### src/rtl/tune_sequencer.sv
// rtl/tune_sequencer.sv - table-driven melody player driving a square-wave phase accumulator
module tune_sequencer #(
    parameter int N         = 32,
    parameter int DEPTH     = 16,
    parameter int DUR_W     = 16,
    parameter int TICK_DIV  = 50000,
    parameter int GAP_TICKS = 1
) (
    input  logic                     clk,
    input  logic                     reset,
    input  logic                     wr_en,
    input  logic [$clog2(DEPTH)-1:0] wr_addr,
    input  logic [2:0]               wr_note,
    input  logic [DUR_W-1:0]         wr_dur,
    input  logic                     start,
    input  logic                     stop,
    input  logic                     loop_en,
    output logic                     q,
    output logic                     busy,
    output logic [$clog2(DEPTH)-1:0] step,
    output logic                     done
);
    localparam int AW = $clog2(DEPTH);
    localparam int PW = (TICK_DIV > 1) ? $clog2(TICK_DIV) : 1;
    localparam logic [AW-1:0] LAST = AW'(DEPTH - 1);
    localparam logic [2:0] NOTE_END = 3'd7;

    typedef enum logic [1:0] {IDLE, LOAD, PLAY, GAP} state_t;

    state_t            state, state_n;
    logic [AW-1:0]     ptr, ptr_n;
    logic [N-1:0]      acc, acc_n;
    logic [PW-1:0]     presc, presc_n;
    logic [DUR_W-1:0]  dcnt, dcnt_n;
    logic [N-1:0]      word, word_n;
    logic [DUR_W-1:0]  dur_l, dur_n;
    logic              done_n;

    logic [2:0]        note_mem [DEPTH];
    logic [DUR_W-1:0]  dur_mem  [DEPTH];

    logic [2:0]        rd_note;
    logic [DUR_W-1:0]  rd_dur;
    logic              tick_end;
    logic              do_adv;
    logic              do_finish;

    // Fixed keyboard tuning words; rests and unused codes stay silent.
    function automatic logic [N-1:0] tune(input logic [2:0] note);
        case (note)
            3'd1:    tune = N'(22471);
            3'd2:    tune = N'(28312);
            3'd3:    tune = N'(33673);
            3'd4:    tune = N'(37796);
            default: tune = '0;
        endcase
    endfunction

    assign rd_note  = note_mem[ptr];
    assign rd_dur   = dur_mem[ptr];
    assign tick_end = (presc == PW'(TICK_DIV - 1));

    // Table storage: cleared to END on reset, writable at any time.
    always_ff @(posedge clk) begin
        if (reset) begin
            for (int i = 0; i < DEPTH; i++) begin
                note_mem[i] <= NOTE_END;
                dur_mem[i]  <= '0;
            end
        end else if (wr_en) begin
            note_mem[wr_addr] <= wr_note;
            dur_mem[wr_addr]  <= wr_dur;
        end
    end

    // State and datapath registers.
    always_ff @(posedge clk) begin
        if (reset) begin
            state <= IDLE;
            ptr   <= '0;
            acc   <= '0;
            presc <= '0;
            dcnt  <= '0;
            word  <= '0;
            dur_l <= '0;
            done  <= 1'b0;
        end else begin
            state <= state_n;
            ptr   <= ptr_n;
            acc   <= acc_n;
            presc <= presc_n;
            dcnt  <= dcnt_n;
            word  <= word_n;
            dur_l <= dur_n;
            done  <= done_n;
        end
    end

    // Next-state logic: step sequencing, tick timing and accumulator update.
    always_comb begin
        state_n   = state;
        ptr_n     = ptr;
        acc_n     = acc;
        presc_n   = presc;
        dcnt_n    = dcnt;
        word_n    = word;
        dur_n     = dur_l;
        done_n    = 1'b0;
        do_adv    = 1'b0;
        do_finish = 1'b0;

        case (state)
            IDLE: begin
                acc_n = '0;
                if (start) begin
                    state_n = LOAD;
                    ptr_n   = '0;
                end
            end
            LOAD: begin
                acc_n   = '0;
                presc_n = '0;
                dcnt_n  = '0;
                if (rd_note == NOTE_END) begin
                    if (loop_en && ptr != '0) ptr_n = '0;
                    else                      do_finish = 1'b1;
                end else if (rd_dur == '0) begin
                    // A skipped last entry counts as hitting END.
                    if (ptr == LAST) begin
                        if (loop_en) ptr_n = '0;
                        else         do_finish = 1'b1;
                    end else begin
                        ptr_n = ptr + 1'b1;
                    end
                end else begin
                    word_n  = tune(rd_note);
                    dur_n   = rd_dur;
                    state_n = PLAY;
                end
            end
            PLAY: begin
                acc_n   = acc + word;
                presc_n = tick_end ? '0 : presc + 1'b1;
                if (tick_end) begin
                    if (dcnt == dur_l - 1'b1) begin
                        dcnt_n = '0;
                        acc_n  = '0;
                        if (GAP_TICKS > 0) state_n = GAP;
                        else               do_adv  = 1'b1;
                    end else begin
                        dcnt_n = dcnt + 1'b1;
                    end
                end
            end
            GAP: begin
                acc_n   = '0;
                presc_n = tick_end ? '0 : presc + 1'b1;
                if (tick_end) begin
                    if (dcnt == DUR_W'(GAP_TICKS - 1)) begin
                        dcnt_n = '0;
                        do_adv = 1'b1;
                    end else begin
                        dcnt_n = dcnt + 1'b1;
                    end
                end
            end
            default: state_n = IDLE;
        endcase

        // Moving on from the last entry behaves like reaching END.
        if (do_adv) begin
            state_n = LOAD;
            if (ptr == LAST) begin
                if (loop_en) ptr_n = '0;
                else         do_finish = 1'b1;
            end else begin
                ptr_n = ptr + 1'b1;
            end
        end

        if (do_finish) begin
            state_n = IDLE;
            ptr_n   = '0;
            done_n  = 1'b1;
        end

        // Abort wins over everything, including a simultaneous start.
        if (stop) begin
            state_n = IDLE;
            ptr_n   = '0;
            acc_n   = '0;
            presc_n = '0;
            dcnt_n  = '0;
            done_n  = 1'b0;
        end
    end

    assign q    = (state == PLAY) && (word != '0) && acc[N-1];
    assign busy = (state != IDLE);
    assign step = ptr;
endmodule

### config.mk
export PLATFORM = sky130hd
export DESIGN_NAME = tune_sequencer
export DESIGN_NICKNAME = d
export VERILOG_FILES = /design/src/rtl/tune_sequencer.sv
export SDC_FILE = /design/constraint.sdc
export NUM_CORES = 1
export LEC_CHECK = 0
export ABC_CLOCK_PERIOD_IN_PS = 4350
export CAP_MARGIN = 20
export CORE_MARGIN = 10
export CORE_UTILIZATION = 35
export DETAILED_ROUTE_END_ITERATION = 8
export PLACE_DENSITY_LB_ADDON = 0.2
export SLEW_MARGIN = 20
export SYNTH_ARGS = -nofsm -noshare
export SYNTH_HDL_FRONTEND = slang
export SYNTH_SLANG_ARGS = --single-unit
### constraint.sdc
create_clock -name clk -period 4.35 [get_ports clk]
set_input_delay 0.435 -clock clk [delete_from_list [all_inputs] [get_ports clk]]
set_output_delay 0.435 -clock clk [all_outputs]
set_load 0.1 [all_outputs]
Yosys cells after proc, flatten, opt, wreduce, memory -nomap -nowiden

Memories as Yosys holds them, arrays and structs flattened. A register that Yosys moved wholly into a read port is not among the register bits.
Cells that the tools add are included.

Input port bits: 29
Memories kept: 2
Word-level logic and storage cells: 118
Bits in writable memories: 304
Register bits after elaboration: 119
Output and inout port bits: 7

Memories:

| memory   | depth | width | read ports | clocked after memory_dff | write ports | RTL line | RTL |
|---|---|---|---|---|---|---|---|
| dur_mem  | 16    | 16    | 1          | 1                        | 16          | 40       | `logic [DUR_W-1:0] dur_mem [DEPTH];` |
| note_mem | 16    | 3     | 1          | 1                        | 16          | 39       | `logic [2:0] note_mem [DEPTH];` |

Bitwise gates (word level): 2
Mux-type cells: 54
Eq/ne operators: 22
Reduce and logical (&&, ||, !) cells: 24
$add $sub $neg: 5

Operators with widths:

| kind                  | number |
|---|---|
| $mux 16               | 6 |
| $mux 32               | 2 |
| $pmux 16 s4           | 1 |
| $pmux 32 s2           | 1 |
| $mux 4                | 13 |
| $pmux 16 s3           | 1 |
| $add 16x1->16 const B | 2 |
| $add 32x32->32        | 1 |
| $logic_not 16->1      | 2 |
| $pmux 16 s2           | 1 |
| $reduce_bool 32->1    | 1 |
| $mux 1                | 21 |
| $eq 16x16->1          | 1 |
| $eq 16x16->1 const B  | 1 |
| $reduce_or 16->1      | 1 |
| $sub 16x1->16 const B | 1 |
| $ne 3x3->1 const B    | 5 |
| $ne 2x2->1 const B    | 6 |
| $reduce_and 6->1      | 2 |
| $mux 2                | 5 |
| $reduce_or 3->1       | 3 |
| $pmux 4 s2            | 1 |
| $reduce_bool 4->1     | 2 |
| $eq 3x2->1 const B    | 2 |
| 16 further kinds      | 25 |

Depth between registers and ports, before layout

Depth after elaboration: 10
Mapped depth: 13
Gate-level depth less buffers: 11

Worst setup path before layout

Ideal clock, no wire load.

Path kind: reg-to-reg
From: reg ptr[0] (netlist: step[0])
To: reg state[0]
Slack: 0.499 ns
Data required time: 4.278 ns
Arrival: 3.780 ns
Buffers on the path: 3
Setup time: 0.072 ns
Clock period less this slack: 3.851 ns
Cell stages (with the launch flop): 13
Cell sequence: dfxtp_1 -> buf_2 -> buf_4 -> buf_2 -> mux4_2 -> a22oi_1 -> nand2_1 -> nor4_1 -> nand4_1 -> a21boi_1 -> a211oi_1 -> a21oi_1 -> mux2i_1

Cells in the longest elaborated chain, start to end: 9
Elaborated cells on any way between the ends: 12
Classes of those cells: eq/ne: 1; mux: 8; reduce/logical: 3

Ends and longest elaborated chain:

| element                                                | RTL line      | RTL |
|---|---|---|
| start, declared                                        | 31            | `logic [AW-1:0] ptr, ptr_n;` |
| start signal, assigned                                 | 89            | `ptr <= ptr_n;` |
| $eq 4x4->1 / $reduce_bool 4->1 (equally long branches) | 129, 173, 125 |  |
| $mux 1 / $logic_and 1x1->1 (equally long branches)     | 129, 125      |  |
| $mux 1 (on tied branches)                              | 127, 125      |  |
| $mux 1                                                 | 124           | `if (rd_note == NOTE_END) begin` |
| $mux 1                                                 | 112           | `case (state)` |
| $mux 1                                                 | 174           | `if (loop_en) ptr_n = '0;` |
| $mux 1                                                 | 173           | `if (ptr == LAST) begin` |
| $mux 1 (*)                                             | 171           | `if (do_adv) begin` |
| $reduce_or 3->1 (no line) (*)                          | --            |  |
| end signal, assigned                                   | 88            | `state <= state_n;` |
| end, declared                                          | 30            | `state_t state, state_n;` |

Mark *: on every way between the ends. The rest lies on a longest branch, timed or not.
A chain may end at the register's enable or synchronous reset.

Worst setup path after layout

Same ends and word-level chain as after synthesis.

==> run metrics <==
status completed; CTS Buf Count 46; vias 12370; CTS Root Buffer Type clkbuf_16; pre-CTS WS around 0.41 ns; Sequential Area 11080 sq um; slowest stage delay, CP between 0.7 and 0.8 ns; register area share after synthesis 56.84%; final hold violations 0; Synth async-reset ratio 0%; CP endpoint kind flip-flop; Ys Warns 0; TNS Setup 0 ns; Die Span X between 200 and 300 um; RSZ-0062 raised after global routing no; Net Switching roughly 2.0 mW; Slew headroom 31.51%; Synth area leaders edfxtp_1, dfxtp_1, mux4_2; Crit Path Class flip-flop to flip-flop; Initial Utilization 35.35%; CTS clock-pin slew for the worst setup and hold paths 0.06 ns; GRT Overall Usage about 15%; fillers 5277; Syn Inst Count between 1500 and 2000; sw frac between 20 and 25%; largest area contributor in the netlist edfxtp_1; crit path DAT approximately 4.5 ns; fmax 0.2490 GHz; first-pass GRT wire length slightly below 80000 um; most numerous cell in the Yosys netlist edfxtp_1; area grow syn2layout 13.86%; largest net degree at the start of global routing 45; Rows between 80 and 90; Post-synth top cells edfxtp_1, and2_1, dfxtp_1; top_reg_cell synth edfxtp_1; CP Cell Sequence buf_12, mux4_2, a22oi_1, nand2_1, nor4_1, nand4_1, a21boi_1, a211oi_1, a21oi_1, mux2i_1; RR Endpoint state[0]; hold path endpoint dur_l[14]; Final Setup Violations 0; maximum root-to-sink buffer count 3; Final Cycle Share between 90% and 100%; Post-CTS Setup Bufs 0; PwrDens between 300 and 400 nW/um^2; CTS resizes 0; Pleak between 7 and 8 nW; CP required 4.85 ns; worst hold-check path type flip-flop to flip-flop; final slew viol count 0; Hold WS 0.4775 ns; drt first pass iters 5; Yosys reg bits 401; Starting DRT DRC Count 864; internal power approximately 6.7 mW; core area between 50000 and 60000 sq um; Max rail drop VDD between 0.2 and 0.3 mV; Post-Route WL roughly 51000 um; Die ar. between 60000 and 70000 sq um; hpwl dp 32380 um; Worst Setup Slack, final between 0.3 and 0.4 ns; Nets roughly 1700; top-area cell type share of the netlist area 46.87%; syn nets ~1600; nature of the critical path startpoint flip-flop; Yosys cell types 69; TritonCTS clock tree yes; reg2reg setup slack roughly 0.33 ns; antenna-violating nets left 0; MaxCap Viol Count 0; port buffer count 35; CTS Sinks 401; fin crit period approximately 4 ns; Reg2Reg Depth 10; critical path startpoint step[0]; R2R Path Start step[0]; Sequential Power Share 50.2%; delay-heaviest family, CP simple AND/OR/NAND/NOR gates; initial antenna violation count 2; Tot Pwr slightly below 9 mW; multi-input logic area 7905 sq um; mapped cell area between 15000 and 20000 sq um; hold path start dur_l[14]; vias per cell 5.190; Layout Skew 0.02394 ns; CTS H-tree depth 2; Critical path buffers and inverters 1; Worst Path Max Fanout 31; vias in the first global route 12680; Hold Path Depth 2; Post-synth EDFFs 304; power share of the combinational group under 10%; syn avg cell area roughly 12 sq um; detailed-route DRC error count 0; Worst-Skew Late Latency between 0.5 and 0.6 ns; Antenna Cells 0; Worst-Margin Slew 1.024 ns; total grt overflow 0; fraction of layout cells with a size suffix above 1 a little over an eighth; slowest stage cell, crit path dfxtp_4; IO Pins 36; WL/cell 21.23 um; gpl congestion 0.7981; clock power share a little over two fifths; post-cts hold buffer count 0; die span in y ~260 um
per-stage QoR:
step	utilization, %	instance area, sq um	std cells
after floorplan	-	19480	1575
after global placement	37.63	20730	2299
after detailed placement	37.63	20730	2299
after CTS	40.25	22180	2383
after global routing	40.25	22180	2383
final	40.25	22180	2383
metal layers:
layer | GRT usage [%] | up-vias | wire, um
li1 | - | 5837 | -
met1 | 19.76 | 6176 | 22380
met2 | 25.73 | 281 | 24710
met3 | 2.543 | 73 | 2289
met4 | 4.959 | 0 | 1197
met5 | 0 | - | 0
state kept, by name, summed over array words and instances, names as in the netlist:
name      flops
acc          32
dcnt         16
done          1
dur_l        16
dur_mem     256
note_mem     48
presc        16
state         2
step          4
word         10
final cells by class:
class / count / share of cell area (%)
Timing Repair Buffer: 83 / 3.295
Clock buffer: 66 / 5.575
Clock inverter: 18 / 0.9310
Sequential cell: 401 / 49.96
Tap cell: 748 / 4.221
Inverter: 22 / 0.3724
Multi-Input combinational cell: 1045 / 35.65
cells in the final DEF (no fill, tap or decap), types with 6 or more instances in the layout:
cell             synthesis  final
a21oi_1                 54     54
a22oi_1                 35     35
a31oi_1                  6      6
a32o_1                  14     14
and2_1                 262    262
and3_1                  23     23
buf_4                    3     46
clkbuf_1                82     19
clkbuf_16                0     46
clkdlybuf4s50_1          0     34
clkinv_1                 0      8
dfxtp_1                 97     95
edfxtp_1               304    304
ha_1                    28     28
inv_1                   22     22
mux2i_1                 10     10
mux4_2                  79     79
nand2_1                 69     69
nand2b_1                24     24
nand3_1                 43     43
nand4_1                  9      9
nor2_1                  95     95
nor3_1                  34     30
nor3_2                   2      6
nor3b_1                 16     16
nor4_1                  11     11
o21ai_0                 23     23
o21ai_1                 17     17
or2_2                   18     18
or3_1                   50     50
xnor2_1                 34     34
xor2_1                  21     21
worst max-delay path by stage:
stage / to / slack (ns) / depth (start not counted)
floorplan: state[0] / 0.50 / 12
global placement: step[0] / 0.39 / 10
detailed placement: state[0] / 0.41 / 10
CTS: step[1] / 0.41 / 10
global route: state[0] / 0.15 / 10
finish: state[0] / 0.33 / 10
power groups by stage:
| stage | registers, mW | logic, mW | clock network (mW) |
|---|---|---|---|
| finish | 4.36 | 0.541 | 3.78 |
| global route | 4.37 | 0.591 | 4.03 |
| CTS | 4.36 | 0.548 | 3.88 |
| detailed placement | 4.44 | 0.547 | 0 |
| global placement | 4.44 | 0.541 | 0 |
| floorplan | 4.40 | 0.365 | 0 |
cells by family after synthesis:
group	after synthesis	share of synthesized area (%)
xor gates and xnor gates	55	2.473
AOI/OAI and AO/OA	188	6.450
and+or+nand+nor	682	19.90
DFF	401	56.84
buffers and inverters	129	2.673
adders and majority gates	29	1.902
muxes	91	9.765
worst register-to-register path, stage by stage, from the launching register on:
cell	delay (ns)
dfxtp_4	0.78
buf_12	0.27
mux4_2	0.52
a22oi_1	0.31
nand2_1	0.13
nor4_1	0.51
nand4_1	0.51
a21boi_1	0.46
a211oi_1	0.09
a21oi_1	0.19
mux2i_1	0.19
No activity file was read; power rests on OpenSTA's default activity.
